$ cat src/rtl/adder_pkg.sv
// Shared definitions for the bit-serial adder: FSM state encoding and
// the supported operand width ceiling.
package adder_pkg;

  // 2'd3 is never entered on purpose; the FSM treats it as a return to IDLE.
  typedef enum logic [1:0] {
    IDLE = 2'd0,
    RUN  = 2'd1,
    DONE = 2'd2
  } state_t;

  // Widest operand the sequencer is intended to be built with.
  localparam int WIDTH_MAX = 32;

endpackage

$ cat src/rtl/serial_adder_ctrl_if.sv
// Operand/result handshake bundle for the bit-serial adder.
//
// Handshake rules (both channels): a transfer happens on a rising clock
// edge where valid and ready are both high. The producer holds valid and
// its payload steady until that edge; ready may be asserted at any time
// and never depends combinationally on valid. The adder raises in_ready
// only in IDLE and out_valid only in DONE, so the two channels never
// transfer on the same edge.
interface serial_adder_ctrl_if #(
  parameter int WIDTH = 8
);

  logic             in_valid;
  logic             in_ready;
  logic [WIDTH-1:0] in_a;
  logic [WIDTH-1:0] in_b;
  logic             in_cin;
  logic             out_valid;
  logic             out_ready;
  logic [WIDTH-1:0] out_sum;
  logic             out_cout;
  logic             out_ovf;
  logic             busy;

  // Requester / result consumer side.
  modport master (
    output in_valid, in_a, in_b, in_cin, out_ready,
    input  in_ready, out_valid, out_sum, out_cout, out_ovf, busy
  );

  // Adder side.
  modport slave (
    input  in_valid, in_a, in_b, in_cin, out_ready,
    output in_ready, out_valid, out_sum, out_cout, out_ovf, busy
  );

endinterface

$ cat src/rtl/serial_add_bit.sv
// One-bit full adder cell; the only arithmetic in the serial adder.
module serial_add_bit (
  input  logic i_a,
  input  logic i_b,
  input  logic i_cin,
  output logic o_sum,
  output logic o_cout
);

  assign o_sum  = i_a ^ i_b ^ i_cin;
  assign o_cout = (i_a & i_b) | (i_a & i_cin) | (i_b & i_cin);

endmodule

$ cat src/rtl/serial_adder_ctrl.sv
// Bit-serial WIDTH-bit adder: accepts A, B and carry-in, walks them LSB
// first through a single full-adder cell for WIDTH cycles, then presents
// sum, unsigned carry-out and signed overflow until the consumer takes it.
// WIDTH is expected in 1..WIDTH_MAX.
module serial_adder_ctrl
  import adder_pkg::*;
#(
  parameter int WIDTH = 8
) (
  input  logic                clk,
  input  logic                rst_n,
  serial_adder_ctrl_if.slave  bus,
  output state_t              o_dbg_state
);

  // Counter holds 0..WIDTH without wrapping.
  localparam int                CNT_W    = $clog2(WIDTH) + 1;
  localparam logic [CNT_W-1:0]  LAST_CNT = CNT_W'(WIDTH - 1);

  state_t             r_state;
  state_t             w_state_next;

  logic [WIDTH-1:0]   r_a_sh;
  logic [WIDTH-1:0]   r_b_sh;
  logic [WIDTH-1:0]   r_sum_sh;
  logic [WIDTH-1:0]   w_sum_shifted;
  logic               r_carry;
  logic [CNT_W-1:0]   r_cnt;

  logic [WIDTH-1:0]   r_out_sum;
  logic               r_out_cout;
  logic               r_out_ovf;

  logic               w_s;
  logic               w_co;
  logic               w_accept;
  logic               w_last;

  serial_add_bit u_bit (
    .i_a    (r_a_sh[0]),
    .i_b    (r_b_sh[0]),
    .i_cin  (r_carry),
    .o_sum  (w_s),
    .o_cout (w_co)
  );

  // Accept and last-slice qualifiers.
  always_comb begin
    w_accept = 1'b0;
    w_last   = 1'b0;
    w_accept = (r_state == IDLE) && bus.in_valid;
    w_last   = (r_cnt == LAST_CNT);
  end

  // Sum shift register input: new bit enters at the MSB end.
  always_comb begin
    w_sum_shifted            = r_sum_sh >> 1;
    w_sum_shifted[WIDTH-1]   = w_s;
  end

  // State register.
  always_ff @(posedge clk or negedge rst_n) begin
    if (!rst_n) begin
      r_state <= IDLE;
    end else begin
      r_state <= w_state_next;
    end
  end

  // Next-state decode; the unused encoding falls back to IDLE.
  always_comb begin
    w_state_next = IDLE;
    case (r_state)
      IDLE:    w_state_next = bus.in_valid  ? RUN  : IDLE;
      RUN:     w_state_next = w_last        ? DONE : RUN;
      DONE:    w_state_next = bus.out_ready ? IDLE : DONE;
      default: w_state_next = IDLE;
    endcase
  end

  // Operand load on accept, one bit slice per RUN cycle.
  always_ff @(posedge clk or negedge rst_n) begin
    if (!rst_n) begin
      r_a_sh   <= '0;
      r_b_sh   <= '0;
      r_sum_sh <= '0;
      r_carry  <= 1'b0;
      r_cnt    <= '0;
    end else if (w_accept) begin
      r_a_sh  <= bus.in_a;
      r_b_sh  <= bus.in_b;
      r_carry <= bus.in_cin;
      r_cnt   <= '0;
    end else if (r_state == RUN) begin
      r_a_sh   <= r_a_sh >> 1;
      r_b_sh   <= r_b_sh >> 1;
      r_sum_sh <= w_sum_shifted;
      r_carry  <= w_co;
      r_cnt    <= r_cnt + CNT_W'(1);
    end
  end

  // Result capture on the MSB slice. r_carry at that point is the carry
  // into the MSB, so overflow is that carry XOR the final carry-out.
  // These registers hold through DONE and the following IDLE.
  always_ff @(posedge clk or negedge rst_n) begin
    if (!rst_n) begin
      r_out_sum  <= '0;
      r_out_cout <= 1'b0;
      r_out_ovf  <= 1'b0;
    end else if ((r_state == RUN) && w_last) begin
      r_out_sum  <= w_sum_shifted;
      r_out_cout <= w_co;
      r_out_ovf  <= r_carry ^ w_co;
    end
  end

  assign bus.in_ready  = (r_state == IDLE);
  assign bus.out_valid = (r_state == DONE);
  assign bus.busy      = (r_state == RUN) || (r_state == DONE);
  assign bus.out_sum   = r_out_sum;
  assign bus.out_cout  = r_out_cout;
  assign bus.out_ovf   = r_out_ovf;
  assign o_dbg_state   = r_state;

endmodule

$ cat src/flat_wrapper.sv
// flat-port wrapper written by rule: the top's interface ports become plain ports
module serial_adder_ctrl_flat import adder_pkg::*;
#(
  parameter int WIDTH = 8
)
  (clk, rst_n, o_dbg_state, bus_in_valid, bus_in_a, bus_in_b, bus_in_cin, bus_out_ready, bus_in_ready, bus_out_valid, bus_out_sum, bus_out_cout, bus_out_ovf, bus_busy);
  serial_adder_ctrl_if #(.WIDTH(WIDTH)) bus_i ();
  input  logic clk;
  input  logic rst_n;
  output state_t o_dbg_state;
  input wire logic [$bits(bus_i.in_valid)-1:0] bus_in_valid;
  input wire logic [$bits(bus_i.in_a)-1:0] bus_in_a;
  input wire logic [$bits(bus_i.in_b)-1:0] bus_in_b;
  input wire logic [$bits(bus_i.in_cin)-1:0] bus_in_cin;
  input wire logic [$bits(bus_i.out_ready)-1:0] bus_out_ready;
  output wire logic [$bits(bus_i.in_ready)-1:0] bus_in_ready;
  output wire logic [$bits(bus_i.out_valid)-1:0] bus_out_valid;
  output wire logic [$bits(bus_i.out_sum)-1:0] bus_out_sum;
  output wire logic [$bits(bus_i.out_cout)-1:0] bus_out_cout;
  output wire logic [$bits(bus_i.out_ovf)-1:0] bus_out_ovf;
  output wire logic [$bits(bus_i.busy)-1:0] bus_busy;
  assign bus_i.in_valid = bus_in_valid;
  assign bus_i.in_a = bus_in_a;
  assign bus_i.in_b = bus_in_b;
  assign bus_i.in_cin = bus_in_cin;
  assign bus_i.out_ready = bus_out_ready;
  assign bus_in_ready = bus_i.in_ready;
  assign bus_out_valid = bus_i.out_valid;
  assign bus_out_sum = bus_i.out_sum;
  assign bus_out_cout = bus_i.out_cout;
  assign bus_out_ovf = bus_i.out_ovf;
  assign bus_busy = bus_i.busy;
  serial_adder_ctrl #(.WIDTH(WIDTH)) u_core (.clk(clk), .rst_n(rst_n), .bus(bus_i), .o_dbg_state(o_dbg_state));
endmodule
$ cat config.mk
export PLATFORM = sky130hd
export DESIGN_NAME = serial_adder_ctrl_flat
export DESIGN_NICKNAME = d
export VERILOG_FILES = /design/src/rtl/adder_pkg.sv /design/src/rtl/serial_adder_ctrl_if.sv /design/src/rtl/serial_add_bit.sv /design/src/rtl/serial_adder_ctrl.sv /design/src/flat_wrapper.sv
export SDC_FILE = /design/constraint.sdc
export NUM_CORES = 1
export LEC_CHECK = 0
export CAP_MARGIN = 20
export CORE_AREA = 5 5 68 70
export CTS_BUF_LIST = sky130_fd_sc_hd__clkbuf_2
export DETAILED_ROUTE_END_ITERATION = 16
export DIE_AREA = 0 0 73 75
export PLACE_DENSITY = 0.74
export RECOVER_POWER = 50
export SYNTH_ARGS = -nofsm -noshare
export SYNTH_HDL_FRONTEND = slang
export SYNTH_SLANG_ARGS = --single-unit
$ cat constraint.sdc
create_clock -name clk -period 1.5 [get_ports clk]
set_input_delay 0.3 -clock clk [delete_from_list [all_inputs] [get_ports clk]]
set_output_delay 0.3 -clock clk [all_outputs]
set_load 0.1 [all_outputs]
Word level (Yosys, flattened, before mapping) --
Index checks and enable logic that the tools add are counted.
Storage, ports and cells: input bits 21, output and inout port bits 15, register bits after elaboration 41
Cells by class: multiplexer cells 12, equality and inequality tests 3, add/sub/neg operators 1, bitwise gates (word level) 9, reductions and logical operators 6
Operator list (number):
- 8-bit 2-to-1 mux | 4
- 4-bit 2-to-1 mux | 2
- 2-bit case mux with 3 select lines | 1
- 4-bit by 1-bit adder with 4-bit output, second input constant | 1
- 4-bit by 3-bit equality test with 1-bit output, second input constant | 1
- 2-bit 2-to-1 mux | 2
- 1-bit bitwise AND | 3
- 1-bit 2-to-1 mux | 3
- 1-bit bitwise XOR | 3
- 2-bit by 1-bit equality test with 1-bit output, second input constant | 1
- 2-bit equality test, second input constant | 1
- 1-bit logical AND | 2
- 2-bit zero test | 1
- 1-bit OR | 2
- 2-bit AND reduction | 1
- 2-bit nonzero test | 1
- 1-bit logical OR | 1
- 1-bit NOT | 1

Depth between registers and ports, before layout --
depth after elaboration 5, depth in mapped cells 5

Cells and area by module --
From an unflattened synthesis, not the netlist that was laid out.
Second synthesis, totals: cells, all modules 147, area, all modules 1866.8 µm²
Modules (own cells, without submodules):
- serial_adder_ctrl | cells each 146, area an instance 1846.8 µm², times used 1, seq. area each 1001.0 µm²
- serial_add_bit | cells each 1, area an instance 20.0 µm², times used 1, seq. area each 0.0 µm²

Least setup slack after synthesis --
Ideal clock, no wire load.
kind register to register, from register u_core.r_state[0] (netlist: u_core.o_dbg_state[0]), to register u_core.r_cnt[3], clock period less this slack 2584 ps, slack -1084 ps, setup time 128 ps, data required time 1372 ps, arrival time 2456 ps, cell stages (with the launch flop) 6, cells stage by stage dfrtp_1 inv_1 ha_1 buf_2 a21oi_1 mux2_1
Between the ends: longest elaborated chain between the ends 3, elaborated cells on any way between the ends 5, classes of those cells eq/ne: 1; mux: 1; reduce/logical: 3
Ends and longest elaborated chain:
- from (decl) | line serial_adder_ctrl.sv:20 | state_t r_state;
- from (signal assigned) | line serial_adder_ctrl.sv:66 | r_state <= w_state_next;
- 2-bit zero test *
- via bus_in_ready | line flat_wrapper.sv:16 | output wire logic [$bits(bus_i.in_ready)-1:0] bus_in_ready;
- 1-bit logical AND * | line serial_adder_ctrl.sv:51 | w_accept = (r_state == IDLE) && bus.in_valid;
- 4-bit 2-to-1 mux / 2-bit nonzero test (equally long branches)
- to (signal assigned) | line serial_adder_ctrl.sv:99 | r_cnt <= r_cnt + CNT_W'(1);
- to (decl) | line serial_adder_ctrl.sv:28 | logic [CNT_W-1:0] r_cnt;
Mark *: on every way through the listed nets, which the timed path passes. The rest lies on a longest branch. A chain may end at the register's enable or synchronous reset.

Final worst setup path --
from register u_core.r_state[0] (netlist: u_core.o_dbg_state[0]), to output port bus_busy
Between the ends: longest elaborated chain between the ends 2, elaborated cells on any way between the ends 3, classes of those cells eq/ne: 2; reduce/logical: 1
Ends and longest elaborated chain:
- 2-bit by 1-bit equality test with 1-bit output / 2-bit equality test (equally long branches) | line serial_adder_ctrl.sv:120 | assign bus.busy = (r_state == RUN) || (r_state == DONE);
- 1-bit logical OR * | line serial_adder_ctrl.sv:120
- to (decl) | line flat_wrapper.sv:21 | output wire logic [$bits(bus_i.busy)-1:0] bus_busy;
Mark *: on every way between the ends. The rest lies on a longest branch, timed or not.

==> results.toml <==
[global_routing]
antenna_found_initial = 0
grt_pass1_wl_um = 6640
grt-ovfl-total = 0
grt_pass1_vias = 1434
grt_max_degree = 41
track_usage_pct = 16.0

[placement]
dp_hpwl_um = 2870
pre_cts_ws_ns = -0.00111
port-buffer-count = 35
place_area_um2 = 2490
dp.cells = 237
gp_congestion = 0.727

[final_layout]
diodes = 0
fin_nets = 232
areaGrowthSynthToFinish_pct = 55.9
drive_above_1_share_pct = 38.8
final_cell_area_um2 = 2800
layout.cells.non_filler = 256

[critical_path]
cp_slowest_cell = "dfrtp_4"
cp-start-kind = "flop"
crit_buf_inv = 3
cpPeakStageDelay_ns = 0.52
path_max_fanout = 2
end_kind = "output port"
worstPathArrival_ns = 1.46
reg2reg_slack_ns = -0.11
crit_required_ns = 1.20
crit_type = "flop to output port"
r2r_start = "u_core.o_dbg_state[0]"
path_delay_family = "flip-flops"
crit_chain = "buf_6, inv_6, ha_4, buf_12"
reg2reg_depth = 5
critical_path_depth = 4
worstReg2RegEnd = "u_core.bus.out_sum[0]"

[sta]
worstMarginPinSlew_ns = 0.971
fmax_mhz = 568
final-max-slew-violation-count = 0
setup_viol = 20
fin_crit_ns = 1.76
slew_headroom_pct = 35.3
timing.final.ws_setup_ns = -0.259
clock_skew_ns = 0.0259
fin_crit_sh_pct = 117
rsz0062_at_grt = "yes"
hold_violations = 0

[floorplanning]
rows = 23
io_pins = 36
coreArea_um2 = 3910
die_width_um = 73
dieArea_um2 = 5480
die_h_um = 75
initial_core_util_pct = 45.9

[clocking]
cts_htree_levels = 2
cts_buffers = 5
cts_tree = "built"
path_clk_slew_ns = 0.20
clock_path_buffers = 2
cts_root_buffer = "clkbuf_2"
worstSkewPairLatency_ns = 0.40
cts.sinks = 40

[yosys]
yosysSeqAreaShare_pct = 55.7
syn_inst = 146
synth_edf_count = 0
yosysTopAreaCellShare_pct = 55.7
synth_area_leaders = "dfrtp_1, mux2_1, mux2i_1"
yosysTopAreaCell = "dfrtp_1"
ys_types = 24
syn-cell-area_um2 = 1800
yosysWarningCount = 0
syn_area_per_cell_um2 = 12.3
synthArstFlopShare_pct = 100
syn_nets = 173
ys_seq_elements = 40
synth_flop_cell = "dfrtp_1"

[drt]
detail-route-antenna-nets = 0
met1Wirelength_um = 1870
wl_met2_um = 2230
routedWlPerCell_um = 17.2
vias_per_cell = 5.39
wl_um = 4390
routed.top_layer = "met4"
drtIter0Drc = 56
drt_first_pass_iters = 4
drc = 0
dr_wl_met3_um = 204
via_count = 1379

[worst_hold_path]
holdCritPathClass = "primary input to flop"
min_to = "u_core.r_carry"
hold_depth = 3
hold_start = "bus_in_cin"

[run]
cap_violations = 0

[status]
status = "finished, violations left"
violations = "negative setup slack"

[pwr]
power.leakage_uw = 0.00132
p_total_uw = 6830
peakVddDrop_mv = 1.59
cellPowerDensity_nw_per_um2 = 2440
-- logic make-up after synthesis --
logic type	count (synthesis)	synth area share [%]
buffers and inverters	12	2.92
muxes	34	20.2
AOI/OAI and AO/OA	24	7.31
xor gates and xnor gates	2	0.974
DFF	40	55.7
adders and majority gates	6	4.59
and+or+nand+nor	28	8.35
-- report_power, final --
part	internal, µW	switching [µW]
combinational	2070	2300
clock	127	336
sequential	1570	423
-- what timing repair did --
action	CTS	global route
hold buffers	1	0
hold endpoints to repair	40	0
gates cloned	0	3
setup buffers	2	6
pin swaps	1	2
resized for setup	4	34
setup endpoints to repair	15	36
-- Yosys cell counts (2+ instances only) --
cell and n:
a21oi_1 4, buf_2 6, clkbuf_1 4, dfrtp_1 40, ha_1 5, inv_1 2
mux2_1 18, mux2i_1 16, nand2b_1 3, nand3_1 17, nor2_1 2, o21ai_1 17
-- cell type report --
cell class                      count  area [µm²]
Sequential cell                    40        1010
Clock inverter                      1        5.00
Clock buffer                        7        35.0
Fill cell                         272        1110
Timing Repair Buffer               62         796
Multi-Input combinational cell     94         881
Tap cell                           50        62.6
Inverter                            2        15.0
-- layout by cell type, fill, tap and decap left out, drive strengths merged --
master / Yosys / layout
a21bo: 1 / 1
a21boi: 1 / 1
a21oi: 4 / 4
a311oi: 1 / 1
and2: 1 / 1
buf: 6 / 39
clkbuf: 4 / 10
clkdlybuf4s50: 0 / 19
clkinv: 0 / 1
dfrtp: 40 / 40
dlygate4sd3: 0 / 1
fa: 1 / 1
ha: 5 / 5
inv: 2 / 2
mux2: 18 / 18
mux2i: 16 / 16
nand2: 1 / 1
nand2b: 3 / 3
nand3: 17 / 17
nand3b: 1 / 1
nand4: 1 / 1
nand4b: 1 / 1
nor2: 2 / 2
nor2b: 1 / 1
o21ai: 17 / 17
xnor2: 1 / 1
xor2: 1 / 1
-- layer usage --
layer,vias up,global-route usage (%)
met4,0,7.38
met1,694,18.9
met5,-,0
li1,637,-
met2,40,26.8
met3,8,5.07
-- worst reg2reg max path, cell delays in order, from the launching register on --
cell      delay (ns)
dfrtp_4         0.52
buf_4           0.15
ha_4            0.17
nand4b_1        0.17
buf_6           0.18
mux2_4          0.31
-- registers in the layout (all words and copies together), names as in the netlist --
register and cells:
u_core.o_dbg_state 2, u_core.r_a_sh 8, u_core.r_sum_sh 7, u_core.bus.out_cout 1
u_core.r_b_sh 8, u_core.bus.out_sum 8, u_core.bus.out_ovf 1, u_core.r_cnt 4
u_core.r_carry 1
-- per-stage QoR --
step	setup TNS, ns	util, %	hold WS, ns
2_1_floorplan	-4.76	-	0.00441
3_3_place_gp	0	63.7	0.371
3_5_place_dp	-0.00111	63.7	0.383
4_1_cts	-1.11	65.9	0.404
5_1_grt	-3.27	71.6	0.382
6_report	-2.02	71.6	0.420
-- worst max path at each step --
stage | startpoint | to | slack (ns)
detailed placement | u_core.o_dbg_state[1] | u_core.bus.out_sum[6] | -0.001
global route | u_core.o_dbg_state[0] | bus_busy | -0.33
CTS | u_core.o_dbg_state[0] | bus_busy | -0.28
floorplan | u_core.o_dbg_state[1] | u_core.r_cnt[3] | -0.18
global placement | u_core.o_dbg_state[1] | u_core.bus.out_cout | 0.05
finish | u_core.o_dbg_state[0] | bus_busy | -0.26
(Power assumes the default switching activity.)
